$ cat src/rtl/parameter_bank.sv
// ---------------------------------------------------------------------------
// parameter_bank
//
// Multi-channel synth parameter table fed by decoded MIDI messages. Keeps a
// NUM_CHANNELS x NUM_PARAMS table of values controlled by Control Change
// messages. Values can be 7-bit or 14-bit (MSB/LSB CC pair). An optional slew
// limiter walks each value toward its target. Each entry has a one-cycle
// change strobe.
//
// Ports
//   clock_50_000_000  in   system clock
//   reset             in   asynchronous, active-high reset
//   msg_valid         in   one-cycle strobe, msg_* fields valid
//   msg_status        in   [3:0] message type nibble (0xB = control change)
//   msg_channel       in   [3:0] MIDI channel
//   msg_data1         in   [6:0] CC number
//   msg_data2         in   [6:0] CC value
//   param_value       out  [NE*VW-1:0] entry e = ch*NUM_PARAMS+p at [e*VW +: VW]
//   param_changed     out  [NE-1:0] one-cycle strobe, set when an entry's value changes
// ---------------------------------------------------------------------------
module parameter_bank #(
    parameter int          NUM_CHANNELS  = 4,
    parameter int          NUM_PARAMS    = 8,
    parameter logic [6:0]  CC_BASE       = 7'd20,
    parameter bit          HI_RES        = 1'b1,
    parameter int          DEFAULT_VALUE = 0,
    parameter int          SLEW_STEP     = 0,
    localparam int         VW            = HI_RES ? 14 : 7,
    localparam int         NE            = NUM_CHANNELS * NUM_PARAMS
) (
    input  logic               clock_50_000_000,
    input  logic               reset,
    input  logic               msg_valid,
    input  logic [3:0]         msg_status,
    input  logic [3:0]         msg_channel,
    input  logic [6:0]         msg_data1,
    input  logic [6:0]         msg_data2,
    output logic [NE*VW-1:0]   param_value,
    output logic [NE-1:0]      param_changed
);

    localparam logic [3:0]    CONTROL_CHANGE = 4'hB;
    localparam logic [6:0]    CC_RESET_ALL   = 7'd121;
    localparam logic [VW-1:0] DEFAULT_V      = VW'(DEFAULT_VALUE);

    // Entry state. Target holds the latest requested value. Value is what the
    // outputs show. With no slew, value and target are always equal.
    logic [VW-1:0] target_q [NE];
    logic [VW-1:0] target_d [NE];
    logic [VW-1:0] value_q  [NE];
    logic [NE-1:0] changed_q;

    logic cc_accept;

    assign cc_accept = msg_valid && (msg_status == CONTROL_CHANGE) &&
                       (int'(msg_channel) < NUM_CHANNELS);

    // -----------------------------------------------------------------------
    // Message decode: the next target for every entry.
    // -----------------------------------------------------------------------
    always_comb begin
        // NOTE: every entry first takes its current target. Each path through
        // the block then assigns every bit, so no latch is inferred.
        for (int e = 0; e < NE; e++) begin
            target_d[e] = target_q[e];
        end

        if (cc_accept) begin
            for (int ch = 0; ch < NUM_CHANNELS; ch++) begin
                if (int'(msg_channel) == ch) begin
                    for (int p = 0; p < NUM_PARAMS; p++) begin
                        if (msg_data1 == CC_RESET_ALL) begin
                            target_d[ch*NUM_PARAMS + p] = DEFAULT_V;
                        end else if (msg_data1 == 7'(int'(CC_BASE) + p)) begin
                            // An MSB write clears the low half. A following
                            // LSB write then refines it.
                            if (HI_RES) begin
                                target_d[ch*NUM_PARAMS + p] = VW'({msg_data2, 7'd0});
                            end else begin
                                target_d[ch*NUM_PARAMS + p] = VW'(msg_data2);
                            end
                        end else if (HI_RES &&
                                     (msg_data1 == 7'(int'(CC_BASE) + 32 + p))) begin
                            target_d[ch*NUM_PARAMS + p][6:0] = msg_data2;
                        end
                    end
                end
            end
        end
    end

    // NOTE: the tables are built from flops, not RAM, because every entry
    // must return to DEFAULT_VALUE on reset and on a reset-all CC.
    always_ff @(posedge clock_50_000_000 or posedge reset) begin
        if (reset) begin
            for (int e = 0; e < NE; e++) begin
                target_q[e] <= DEFAULT_V;
            end
        end else begin
            // NOTE: sequential state uses non-blocking assignment. Every
            // reader in this clock domain then sees the pre-edge value.
            for (int e = 0; e < NE; e++) begin
                target_q[e] <= target_d[e];
            end
        end
    end

    // -----------------------------------------------------------------------
    // Output value update
    // -----------------------------------------------------------------------
    if (SLEW_STEP == 0) begin : g_direct

        // The value follows the new target on the same edge. The strobe is
        // registered beside it, so both appear together.
        always_ff @(posedge clock_50_000_000 or posedge reset) begin
            if (reset) begin
                for (int e = 0; e < NE; e++) begin
                    value_q[e] <= DEFAULT_V;
                end
                changed_q <= '0;
            end else begin
                for (int e = 0; e < NE; e++) begin
                    value_q[e]   <= target_d[e];
                    changed_q[e] <= (target_d[e] != value_q[e]);
                end
            end
        end

    end else begin : g_slew

        localparam int          SW        = (NE > 1) ? $clog2(NE) : 1;
        localparam int          VW1       = VW + 1;
        localparam int          STEP_CLIP = (SLEW_STEP > (1 << VW)) ? (1 << VW) : SLEW_STEP;
        localparam logic [VW:0] STEP_W    = VW1'(STEP_CLIP);

        logic [SW-1:0] scan_q;
        logic [VW:0]   cur_x;
        logic [VW:0]   tgt_x;
        logic [VW:0]   diff;
        logic [VW-1:0] step_val;

        // One entry is visited per cycle. The visit steps toward the
        // registered target. A message arriving on the same edge only
        // updates the target, so the following visit sees it. The math uses
        // VW+1 bits, and the step is clamped to the remaining distance. It
        // therefore never wraps or overshoots.
        always_comb begin
            cur_x    = {1'b0, value_q[scan_q]};
            tgt_x    = {1'b0, target_q[scan_q]};
            diff     = '0;
            step_val = target_q[scan_q];
            if (tgt_x > cur_x) begin
                diff = tgt_x - cur_x;
                if (diff > STEP_W) begin
                    step_val = VW'(cur_x + STEP_W);
                end
            end else begin
                diff = cur_x - tgt_x;
                if (diff > STEP_W) begin
                    step_val = VW'(cur_x - STEP_W);
                end
            end
        end

        always_ff @(posedge clock_50_000_000 or posedge reset) begin
            if (reset) begin
                for (int e = 0; e < NE; e++) begin
                    value_q[e] <= DEFAULT_V;
                end
                changed_q <= '0;
                scan_q    <= '0;
            end else begin
                changed_q              <= '0;
                value_q[scan_q]        <= step_val;
                changed_q[scan_q]      <= (step_val != value_q[scan_q]);
                scan_q                 <= (scan_q == SW'(NE - 1)) ? '0 : scan_q + 1'b1;
            end
        end

    end

    // -----------------------------------------------------------------------
    // Output packing
    // -----------------------------------------------------------------------
    always_comb begin
        for (int e = 0; e < NE; e++) begin
            param_value[e*VW +: VW] = value_q[e];
        end
    end

    assign param_changed = changed_q;

endmodule

$ cat config.mk
export PLATFORM = sky130hd
export DESIGN_NAME = parameter_bank
export DESIGN_NICKNAME = d
export VERILOG_FILES = /design/src/rtl/parameter_bank.sv
export SDC_FILE = /design/constraint.sdc
export NUM_CORES = 2
export LEC_CHECK = 0
export BUFFER_PORTS_ARGS = -buffer_cell sky130_fd_sc_hd__buf_2
export CAP_MARGIN = 10
export CORE_MARGIN = 2
export CORE_UTILIZATION = 35
export CTS_BUF_LIST = sky130_fd_sc_hd__clkbuf_8
export DETAILED_ROUTE_END_ITERATION = 10
export GPL_TIMING_DRIVEN = 0
export PLACE_DENSITY_LB_ADDON = 0.2
export SLEW_MARGIN = 20
export SYNTH_ARGS = -nofsm -noshare
export SYNTH_HDL_FRONTEND = slang
export SYNTH_SLANG_ARGS = --single-unit
$ cat constraint.sdc
create_clock -name clock_50_000_000 -period 17.5 [get_ports clock_50_000_000]
set_clock_uncertainty 0.1 [all_clocks]
set_input_delay 1.75 -clock clock_50_000_000 [delete_from_list [all_inputs] [get_ports clock_50_000_000]]
set_output_delay 1.75 -clock clock_50_000_000 [all_outputs]
set_load 0.01 [all_outputs]
==> summary.md <==
| Metric | Value |
|---|---|
| Outcome | finished clean |
| Core area | 0.06847 sq mm |
| Area leader, netlist | dfrtp_1 |
| Switch Pwr | 628.1 uW |
| Routed len/inst | 33.76 um |
| Register bit total from synthesis | 480 |
| Fin crit share | 28.43% |
| RR Endpoint | param_changed[17]$_DFF_PP0_ |
| Clock latency on the worst-skew pair | 710 ps |
| Fin crit period | 4976 ps |
| Met1 global-route usage | 48.97% |
| Flop pwr share | 48.2% |
| Filler cells | 7044 |
| Post-synth cell types | 93 |
| Syn_nets | 2703 |
| Top cells by count, synth | nor2_1 (491), dfrtp_1 (480), a21oi_1 (360), nand2_1 (182), o22ai_1 (154) |
| Final wirelength | 142100 um |
| Die width | 266.8 um |
| H-Tree Depth | 3 |
| Hold path cells | 2 |
| Most Crowded Layer GR | met2 |
| Max-cap viol count | 0 |
| Clock buffer depth | 3 |
| Seq. cell area | 0.01201 sq mm |
| Starting Density | 35.32% |
| TritonCTS buffer count | 83 |
| Syn Inst Count | 2678 |
| CP max FO | 10 |
| R2r setup slk | 15280 ps |
| Count leader, synth | nor2_1 |
| TNS Setup | 0 ps |
| Vias | 27850 |
| Cell-internal power | 1.683 mW |
| DIE AREA | 0.07121 sq mm |
| GRT Overall Usage | 38.66% |
| Clock sink count | 480 |
| Ys async rst share | 100.0% |
| Clk root buf | clkbuf_8 |
| Post-synthesis cell area | 0.02418 sq mm |
| Final Max Tran Viols | 0 |
| Final setup margin | 12520 ps |
| Fmax | 0.2010 GHz |
| Critical Path Sink Type | register |
| 1st-iter DRT viols | 4518 |
| Final Setup Violations | 0 |
| Max VDD drop | 33.13 uV |
| Reg2Reg Depth | 6 |
| Final ANT Viol Nets | 0 |
| Pleak | 14.29 nW |
| Pre-Repair DR Iteration Count | 6 |
| HP Start | param_value[11]$_DFF_PP0_ |
| Synth area leaders | dfrtp_1 (50%), nor2_1 (7.6%), a21oi_1 (7.5%) |
| Mean area per synthesized cell | 9.029 sq um |
| Crit path kind | in2reg |
| Grt ovf | 0 |
| Vias per cell | 6.618 |
| Largest net degree at the start of global routing | 103 |
| Setup crit start kind | input port |
| Sequential area share after synthesis | 49.67% |
| Nets | 3291 |
| Antenna violations before repair | 13 |
| Hold EP | param_value[11]$_DFF_PP0_ |
| Clock Power Share | 45.4% |
| Hold_buf cts | 0 |
| Total setup buffers inserted after CTS | 0 |
| Met3 Use GR | 13.17% |
| Die height | 266.8 um |
| Hold Path Class | reg2reg |
| Multi-input logic area | 0.01117 sq mm |
| Area grow syn2layout | 22.20% |
| Drt drc | 0 |
| Layout cell share with drive strength beyond 1 | 23.45% |
| Worst EP arrival | 5440 ps |
| Dpl ws | 11850 ps |
| Core Rows | 96 |
| Vias in the first global route | 25910 |
| Ys flop type | dfrtp_1 |
| Synth top area share | 49.67% |
| CTS tree | built |
| Final Power | 2.311 mW |
| Gate power share | 6.4% |
| Worst endpoint required time | 17970 ps |
| First-pass GRT wire length | 195700 um |
| Pwr/cell area | 78.22 mW/mm^2 |
| HPWL after DPL | 100200 um |
| FF-to-FF Start | param_value[245]$_DFF_PP0_ |
| Fin. Hold Viols | 0 |
| Max_slew headroom | 10.50% |
| GP Congestion | 0.9756 |
| Clock transition at the registers of the reported paths | 60 ps |
| Port bufs | 499 |
| GR Util met2 | 56.48% |
| Switching part of the total power | 27.18% |
| Worst hold margin | 452.1 ps |
| RSZ-0062 raised after global routing | false |
| Worst slew pin tran | 1338 ps |
| Yosys warns | 0 |
| Ports | 505 |
| Post-synth EDFFs | 0 |
| Post-cts resize count | 0 |
[layout by cell type (no fill, tap or decap), drive strengths merged, types with 89 or more instances in the layout]
cell type,synthesis,routed
a22o,89,89
o22ai,156,156
a21oi,363,363
nand2,183,183
o21ai,172,172
nor2,493,493
buf,103,606
clkbuf,97,194
a22oi,101,101
dfrtp,480,480
[cells by family after synthesis]
logic type,after synthesis,synth area share [%]
buffers and inverters,220,4.124
muxes,2,0.08279
and+or+nand+nor,838,15.10
DFF,480,49.67
AOI/OAI and AO/OA,1136,30.95
xor gates and xnor gates,2,0.07245
[stage by stage]
stage	utilization [%]	instance area (sq um)	cells
final	43.16	29550	4208
after global routing	43.14	29530	4202
after CTS	43.12	29520	4200
after detailed placement	40.79	27920	4063
after global placement	40.58	27780	4059
after floorplan	-	24180	2678
[sequential cells by signal, indices dropped and copies added (netlist names)]
name	flops
param_value	448
param_changed	32
[layer usage]
| metal | share of wire [%] | routed length [um] |
|---|---|---|
| met3 | 14 | 19450 |
| met4 | 7.2 | 10290 |
| met2 | 43 | 60390 |
| met5 | 0.082 | 116 |
| met1 | 36 | 51810 |
[how the worst max path moves through the flow]
stage	from	end	slack (ps)	depth (start not counted)
floorplan	reset	param_changed[0]$_DFF_PP0_	2260	1
global placement	reset	param_changed[12]$_DFF_PP0_	-3690	2
detailed placement	msg_channel[3]	param_value[182]$_DFF_PP0_	11850	7
CTS	msg_channel[3]	param_value[180]$_DFF_PP0_	12590	7
global route	msg_data1[3]	param_value[264]$_DFF_PP0_	12580	9
finish	msg_channel[3]	param_changed[21]$_DFF_PP0_	12520	8
[cell type report]
type	instances	share of cell area, %
flip-flops and latches	480	40.65
multi-input cells	1978	37.81
repair buffers	503	8.825
clock buffers	97	4.518
well taps	882	3.735
plain buffers	200	3.222
clock inverters	40	0.8935
inverters	20	0.2795
diodes	8	0.06775
[critical path, stage by stage]
cell	delay, ps
buf_2	100
nor4b_2	550
nand4_1	240
inv_1	120
nand3b_1	930
clkbuf_2	700
clkbuf_2	570
a41oi_1	470
[power groups by stage]
| stage | clock network [mW] | logic [mW] | registers, mW |
|---|---|---|---|
| 6_report | 1.05 | 0.149 | 1.11 |
| 5_1_grt | 1.10 | 0.150 | 1.11 |
| 4_1_cts | 1.05 | 0.141 | 1.11 |
| 3_5_place_dp | 0 | 0.141 | 1.13 |
| 3_3_place_gp | 0 | 0.137 | 1.13 |
| 2_1_floorplan | 0 | 0.0691 | 1.13 |
Note: power is estimated with default switching activity, not from simulation.
